--- src/rtl/pipe_stage_elastic_pkg.sv ---
// Shared constants and state encoding for the elastic pipeline-stage registers.
package pipe_stage_elastic_pkg;

  localparam logic [31:0] PIPE_NOP = 32'h0000_0000;  // MIPS sll $0,$0,0

  localparam int unsigned IF_ID_W = 64;               // {pc_plus_4, inst}

  // Encoding mirrors {out_valid, skid_valid}.
  typedef enum logic [1:0] {
    EMPTY = 2'b00,
    ONE   = 2'b10,
    FULL  = 2'b11
  } stage_state_e;

endpackage

--- src/rtl/pipe_stage_elastic_sat_counter.sv ---
// Saturating up-counter used for pipeline-stage performance monitoring.
module pipe_sat_counter #(
  parameter int unsigned PERF_W = 32
) (
  input  logic              clock,
  input  logic              resetn,
  input  logic              inc,
  output logic [PERF_W-1:0] count
);

  always_ff @(posedge clock or negedge resetn) begin
    if (!resetn) begin
      count <= '0;
    end else if (inc && (count != '1)) begin
      count <= count + PERF_W'(1);
    end
  end

endmodule

--- src/rtl/pipe_stage_elastic.sv ---
// Elastic pipeline-stage register: valid/ready handshake, 2-entry skid buffer,
// synchronous flush. Define PIPE_STAGE_PERF_EN to enable stall/bubble counters.
module pipe_stage_elastic
  import pipe_stage_elastic_pkg::*;
#(
  parameter int unsigned           WIDTH  = 64,
  parameter logic [WIDTH-1:0]      BUBBLE = WIDTH'(PIPE_NOP),
  parameter int unsigned           PERF_W = 32
) (
  input  logic              clock,
  input  logic              resetn,
  input  logic              flush,
  input  logic              in_valid,
  output logic              in_ready,
  input  logic [WIDTH-1:0]  in_data,
  output logic              out_valid,
  input  logic              out_ready,
  output logic [WIDTH-1:0]  out_data,
  output logic [PERF_W-1:0] stall_cnt,
  output logic [PERF_W-1:0] bubble_cnt
);

  stage_state_e     state_q, state_d;
  logic [WIDTH-1:0] main_q, main_d;
  logic [WIDTH-1:0] skid_q, skid_d;
  logic             in_fire, out_fire;

  // in_ready comes straight from the state flop, so no combinational ready path.
  assign in_ready  = (state_q != FULL);
  assign out_valid = (state_q != EMPTY);
  assign out_data  = main_q;

  assign in_fire   = in_valid & in_ready;
  assign out_fire  = out_valid & out_ready;

  always_ff @(posedge clock or negedge resetn) begin
    if (!resetn) begin
      state_q <= EMPTY;
      main_q  <= BUBBLE;
      skid_q  <= BUBBLE;
    end else begin
      state_q <= state_d;
      main_q  <= main_d;
      skid_q  <= skid_d;
    end
  end

  always_comb begin
    state_d = state_q;
    main_d  = main_q;
    skid_d  = skid_q;
    if (flush) begin
      state_d = EMPTY;
      main_d  = BUBBLE;
      skid_d  = BUBBLE;
    end else begin
      unique case (state_q)
        EMPTY: begin
          if (in_fire) begin
            state_d = ONE;
            main_d  = in_data;
          end
        end
        ONE: begin
          if (out_fire && in_fire) begin
            main_d = in_data;
          end else if (out_fire) begin
            state_d = EMPTY;
            main_d  = BUBBLE;
          end else if (in_fire) begin
            state_d = FULL;
            skid_d  = in_data;
          end
        end
        FULL: begin
          if (out_fire) begin
            state_d = ONE;
            main_d  = skid_q;
            skid_d  = BUBBLE;
          end
        end
        default: begin
          state_d = EMPTY;
          main_d  = BUBBLE;
          skid_d  = BUBBLE;
        end
      endcase
    end
  end

`ifdef PIPE_STAGE_PERF_EN
  pipe_sat_counter #(.PERF_W(PERF_W)) u_stall_cnt (
    .clock  (clock),
    .resetn (resetn),
    .inc    (out_valid & ~out_ready),
    .count  (stall_cnt)
  );

  pipe_sat_counter #(.PERF_W(PERF_W)) u_bubble_cnt (
    .clock  (clock),
    .resetn (resetn),
    .inc    (~out_valid),
    .count  (bubble_cnt)
  );
`else
  assign stall_cnt  = '0;
  assign bubble_cnt = '0;
`endif

endmodule

--- config.mk ---
export PLATFORM = sky130hd
export DESIGN_NAME = pipe_stage_elastic
export DESIGN_NICKNAME = d
export VERILOG_FILES = /design/src/rtl/pipe_stage_elastic_pkg.sv /design/src/rtl/pipe_stage_elastic_sat_counter.sv /design/src/rtl/pipe_stage_elastic.sv
export SDC_FILE = /design/constraint.sdc
export NUM_CORES = 1
export LEC_CHECK = 0
export CAP_MARGIN = 10
export CORE_MARGIN = 4
export CORE_UTILIZATION = 39
export CTS_CLUSTER_SIZE = 8
export DETAILED_ROUTE_END_ITERATION = 7
export GPL_ROUTABILITY_DRIVEN = 0
export GPL_TIMING_DRIVEN = 0
export PLACE_DENSITY_LB_ADDON = 0.15
export SETUP_SLACK_MARGIN = 0.02
export SYNTH_ARGS = -nofsm -noshare
export SYNTH_HDL_FRONTEND = slang
export SYNTH_HIERARCHICAL = 1
export SYNTH_SLANG_ARGS = --single-unit
--- constraint.sdc ---
create_clock -name clock -period 2.2 [get_ports clock]
set_input_delay 0.33 -clock clock [delete_from_list [all_inputs] [get_ports clock]]
set_output_delay 0.33 -clock clock [all_outputs]
set_load 0.005 [all_outputs]
Yosys cells after proc, flatten, opt, wreduce, memory -nomap -nowiden
Cells that the tools add are included.

Reductions and logical operators: 6. Bitwise logic cells: 2. Mux-type cells: 17. Equal/unequal tests: 11.

Operators by type and width (count): 64-bit 2-to-1 mux (8); 64-bit case mux with 3 select lines (2); 3-bit != test, second input constant (5); 2-bit 2-to-1 mux (6); 4-bit != test, second input constant (2); 2-bit case mux with 3 select lines (1); 5-bit AND reduction (1); 2-bit == test, second input constant (2); 2-bit != test, second input constant (2); 4-bit AND reduction (1); 3-bit AND reduction (1); 1-bit bitwise AND (2); 2-bit zero test (1); 2-bit nonzero test (1); 1-bit logical AND (1).

Bits of input ports: 69. Output and inout bits: 130. Logic and storage cells: 39. Register bits after elaboration: 130.

Longest topological paths before layout
Word-level depth: 7. Gate-level depth with buffers: 8.

Least setup slack after synthesis
No wires, ideal clock.

Path type: flip-flop to flip-flop. From: register state_q[0]. To: register main_q[10] (netlist: out_data[10]). Stages on the path, launching flop included: 8. Clock period less this slack: 1.890 ns. Buffers on the path: 1. Setup time: 0.125 ns. Arrival: 1.765 ns. Data required time: 2.075 ns. Setup slack: 0.310 ns. Path through: dfrtp_1 > inv_1 > ha_1 > nand2b_2 > o21ai_1 > a21oi_4 > buf_4 > mux2_2.

Cells in the longest elaborated chain, start to end: 6. Elaborated cells on any way between the ends: 15.

RTL lines: start, declared (RTL line pipe_stage_elastic.sv:23) `stage_state_e state_q, state_d;`; start signal, assigned (RTL line pipe_stage_elastic.sv:42) `state_q <= state_d;`; 2-bit != test / 2-bit nonzero test (equally long branches) (RTL line pipe_stage_elastic.sv:29, pipe_stage_elastic.sv:30); 1-bit bitwise AND (on tied branches) (RTL line pipe_stage_elastic.sv:33, pipe_stage_elastic.sv:34); 1-bit logical AND (RTL line pipe_stage_elastic.sv:65) `if (out_fire && in_fire) begin`; 64-bit 2-to-1 mux (RTL line pipe_stage_elastic.sv:65); 64-bit case mux with 3 select lines (RTL line pipe_stage_elastic.sv:57) `unique case (state_q)`; 64-bit 2-to-1 mux (RTL line pipe_stage_elastic.sv:52) `if (flush) begin`; end signal, assigned (RTL line pipe_stage_elastic.sv:43) `main_q <= main_d;`; end, declared (RTL line pipe_stage_elastic.sv:24) `logic [WIDTH-1:0] main_q, main_d;`.

Several ways; a longest one is shown, not always the timed one. A chain may end at the register's enable or synchronous reset.

Worst setup path in the final report
From: register state_q[1]. To: register main_q[8] (netlist: out_data[8]).

The elaborated chain is that of the path after synthesis.

==> flow_summary_export.csv <==
group,metric,value,unit
run_status,status,"complete, no violations",
clocking,clock_latency,420,ps
synth,synth_top_area_frac,0.461,
detailed_routing,ant_nets,0,
final_layout,diodes,0,
detailed_routing,wire_per_inst,16.1,um
placement,post-dp-hpwl,12700,um
placement,portBuffers,134,
synth,synth_cell_type_count,29,
clocking,tritoncts,"done",
grt,antenna_found_initial,0,
floorplan,core-area,17500,um^2
synth,synthMostInstantiatedCell,"dfrtp_1",
setup_path,critPathMaxFanout,10,
timing,rsz0062_at_grt,"yes",
timing,hold_viol,0,
clocking,path_clk_slew,60,ps
synth,synth_adder_area_share,0.00710,
detailed_routing,wl,18100,um
hold_path,hold_class,"input port to asynchronous set/reset pin",
grt,grt_overflow_total,0,
grt,grt_start_max_net_pins,73,
timing,relSlewSlack,0.610,
timing,setup_viol,0,
synth,yosys.area_share.simple,0.0438,
synth,synth_top_family_by_area,"multiplexers",
timing,slew_violations,0,
timing,worst_pin_slew,584,ps
final_layout,finalNetCount,956,
detailed_routing,drc,0,
timing,fin_crit,2110,ps
synth,synth_seq_area_share,0.461,
detailed_routing,vias,5499,
final_layout,fin_util,0.554,
pwr,p_leak,0.00440,uW
pwr,irDropWorstVdd,599,uV
clocking,clockBufferDepth,2,
job,max-cap-violations,0,
synth,synth_common_cells,"130 x dfrtp_1, 70 x buf_4, 69 x inv_1",
synth,synthTopCellsByArea,"dfrtp_1 46%, mux2_2 9.1%, mux2i_1 9.1%",
floorplan,start_util,0.402,
setup_path,worstPathRequired,2560,ps
synth,synthMuxAreaShare,0.195,
synth,synth_compound_area_frac,0.156,
setup_path,cp-start-kind,"register",
detailed_routing,first_pass_iters,5,
synth,syn_area,7050,um^2
synth,synthXorXnorAreaFrac,0,
final_layout,finalNonFillerCells,1121,
final_layout,area_growth,37.8,%
timing,finClkSkew,8.85,ps
pwr,p_total,9970,uW
placement,dp_cells,1079,
floorplan,rows,48,
pwr,p_per_area,1030,nW/um^2
detailed_routing,drt_iter0_drc,302,
synth,syn_area_per_cell,10.8,um^2
floorplan,io_pins,199,
timing,fmax,0.474,GHz
setup_path,crit_type,"register to register",
synth,ys_ff_latch,130,
placement,pre_cts_slack,-268,ps
floorplan,die_h,142,um
clocking,htreeDepth,4,
grt,grt_pass1_vias,5652,
clocking,cts_root_buf,"clkbuf_16",
synth,synth_top_area_cell,"dfrtp_1",
synth,synth_top_flop_cell,"dfrtp_1",
setup_path,cp.arrival,2460,ps
timing,setup_ws,91.6,ps
clocking,cts_num_sinks,130,
grt,grt_first_pass_wirelength,28900,um
final_layout,drive_above_1_share,0.230,
floorplan,die_width,142,um
floorplan,die-area,20300,um^2
synth,yosysWarnings,6,
setup_path,end_kind,"register",
detailed_routing,avgViaCountPerCell,4.91,
grt,grt_usage,0.178,
timing,fin_crit_sh,0.958,
synth,synth-edff-count,0,
synth,syn_inst,656,
synth,synth-async-reset-ratio,1.00,
clocking,cts_buffers,17,
## state kept, by name (all words and copies together) (netlist names)
name	cells
out_data	64
skid_q	64
state_q	2
## worst max-delay path, cell delays in order (launching register included)
cell,delay (ps)
dfrtp_1,390
buf_4,150
ha_4,170
buf_4,150
nand2b_1,210
nor4b_4,320
buf_6,190
buf_4,180
o2bb2ai_1,150
mux2_1,160
## cells in the final DEF (no fill, tap or decap), types with 2 or more instances in the layout
| cell | count |
|---|---|
| clkdlybuf4s50_1 | 132 |
| a22oi_1 | 64 |
| o2bb2ai_1 | 64 |
| mux2_2 | 57 |
| ha_1 | 2 |
| clkbuf_16 | 17 |
| buf_4 | 82 |
| clkinv_4 | 2 |
| mux2_1 | 8 |
| clkinvlp_4 | 2 |
| clkbuf_4 | 5 |
| bufinv_16 | 2 |
| clkbuf_2 | 12 |
| nor2_1 | 2 |
| dfrtp_1 | 130 |
| inv_1 | 69 |
| mux2i_1 | 64 |
| clkbuf_8 | 3 |
| nand2_1 | 66 |
| clkbuf_1 | 12 |
| nand2b_1 | 2 |
| clkinv_2 | 4 |
| buf_2 | 4 |
| inv_6 | 2 |
| buf_6 | 6 |
| conb_1 | 64 |
## cell families after synthesis
kind of cell               after synthesis
buffers and inverters                  181
AOI/OAI and AO/OA                      136
DFF                                    130
muxes                                  129
and+or+nand+nor                         75
adders and majority gates                4
other                                    1
## where the power goes
part	total, uW	switching [uW]	internal [uW]	leakage (uW)
sequential	3330	334	3000	0.00175
combinational	3800	1740	2060	0.00236
clock	2830	1070	1760	0.000293
## stage by stage
step | setup TNS, ps | cell area [um^2] | hold WS (ps)
after floorplan | 0 | 7290 | 34.4
final | 0 | 9720 | 467
after global placement | -593370 | 8910 | 473
after global routing | -34.8 | 9720 | 511
after detailed placement | -18620 | 8940 | 354
after CTS | -44.8 | 9610 | 482
## layout make-up
type	count	area, um^2
Sequential cell	130	3250
Clock inverter	12	130
Buffer	112	782
Inverter	69	259
Clock buffer	20	467
Timing Repair Buffer	145	1450
Fill cell	1558	7820
Tap cell	225	282
Multi-Input combinational cell	408	3100
## layer usage
| layer | up-vias | GRT usage | wire length (um) |
|---|---|---|---|
| li1 | 2618 | - | - |
| met1 | 2661 | 0.231 | 7830 |
| met2 | 192 | 0.291 | 8660 |
| met3 | 28 | 0.0440 | 1250 |
| met4 | 0 | 0.0615 | 357 |
| met5 | - | 0 | 0 |
## repair_timing
item	CTS	global route
hold endpoints to repair	58	0
resized for setup	11	48
hold buffers	1	0
pin swaps	1	2
buffers inserted	3	5
endpoints found under the setup margin	121	122
gates cloned	0	1
## path summary, 6_finish.rpt
kind / startpoint / endpoint / slack, ps / cells after the start
min: resetn / out_data[63] / 470 / 2
min in group clock: out_data[14] / out_data[14] / 490 / 1
max in group asynchronous: resetn / out_data[32] / 970 / 3
max: state_q[1] / out_data[8] / 90 / 9
min reg2reg: out_data[14] / out_data[14] / 490 / 1
max reg2reg: state_q[1] / out_data[8] / 90 / 9
Power figures use the tool's default switching activity.
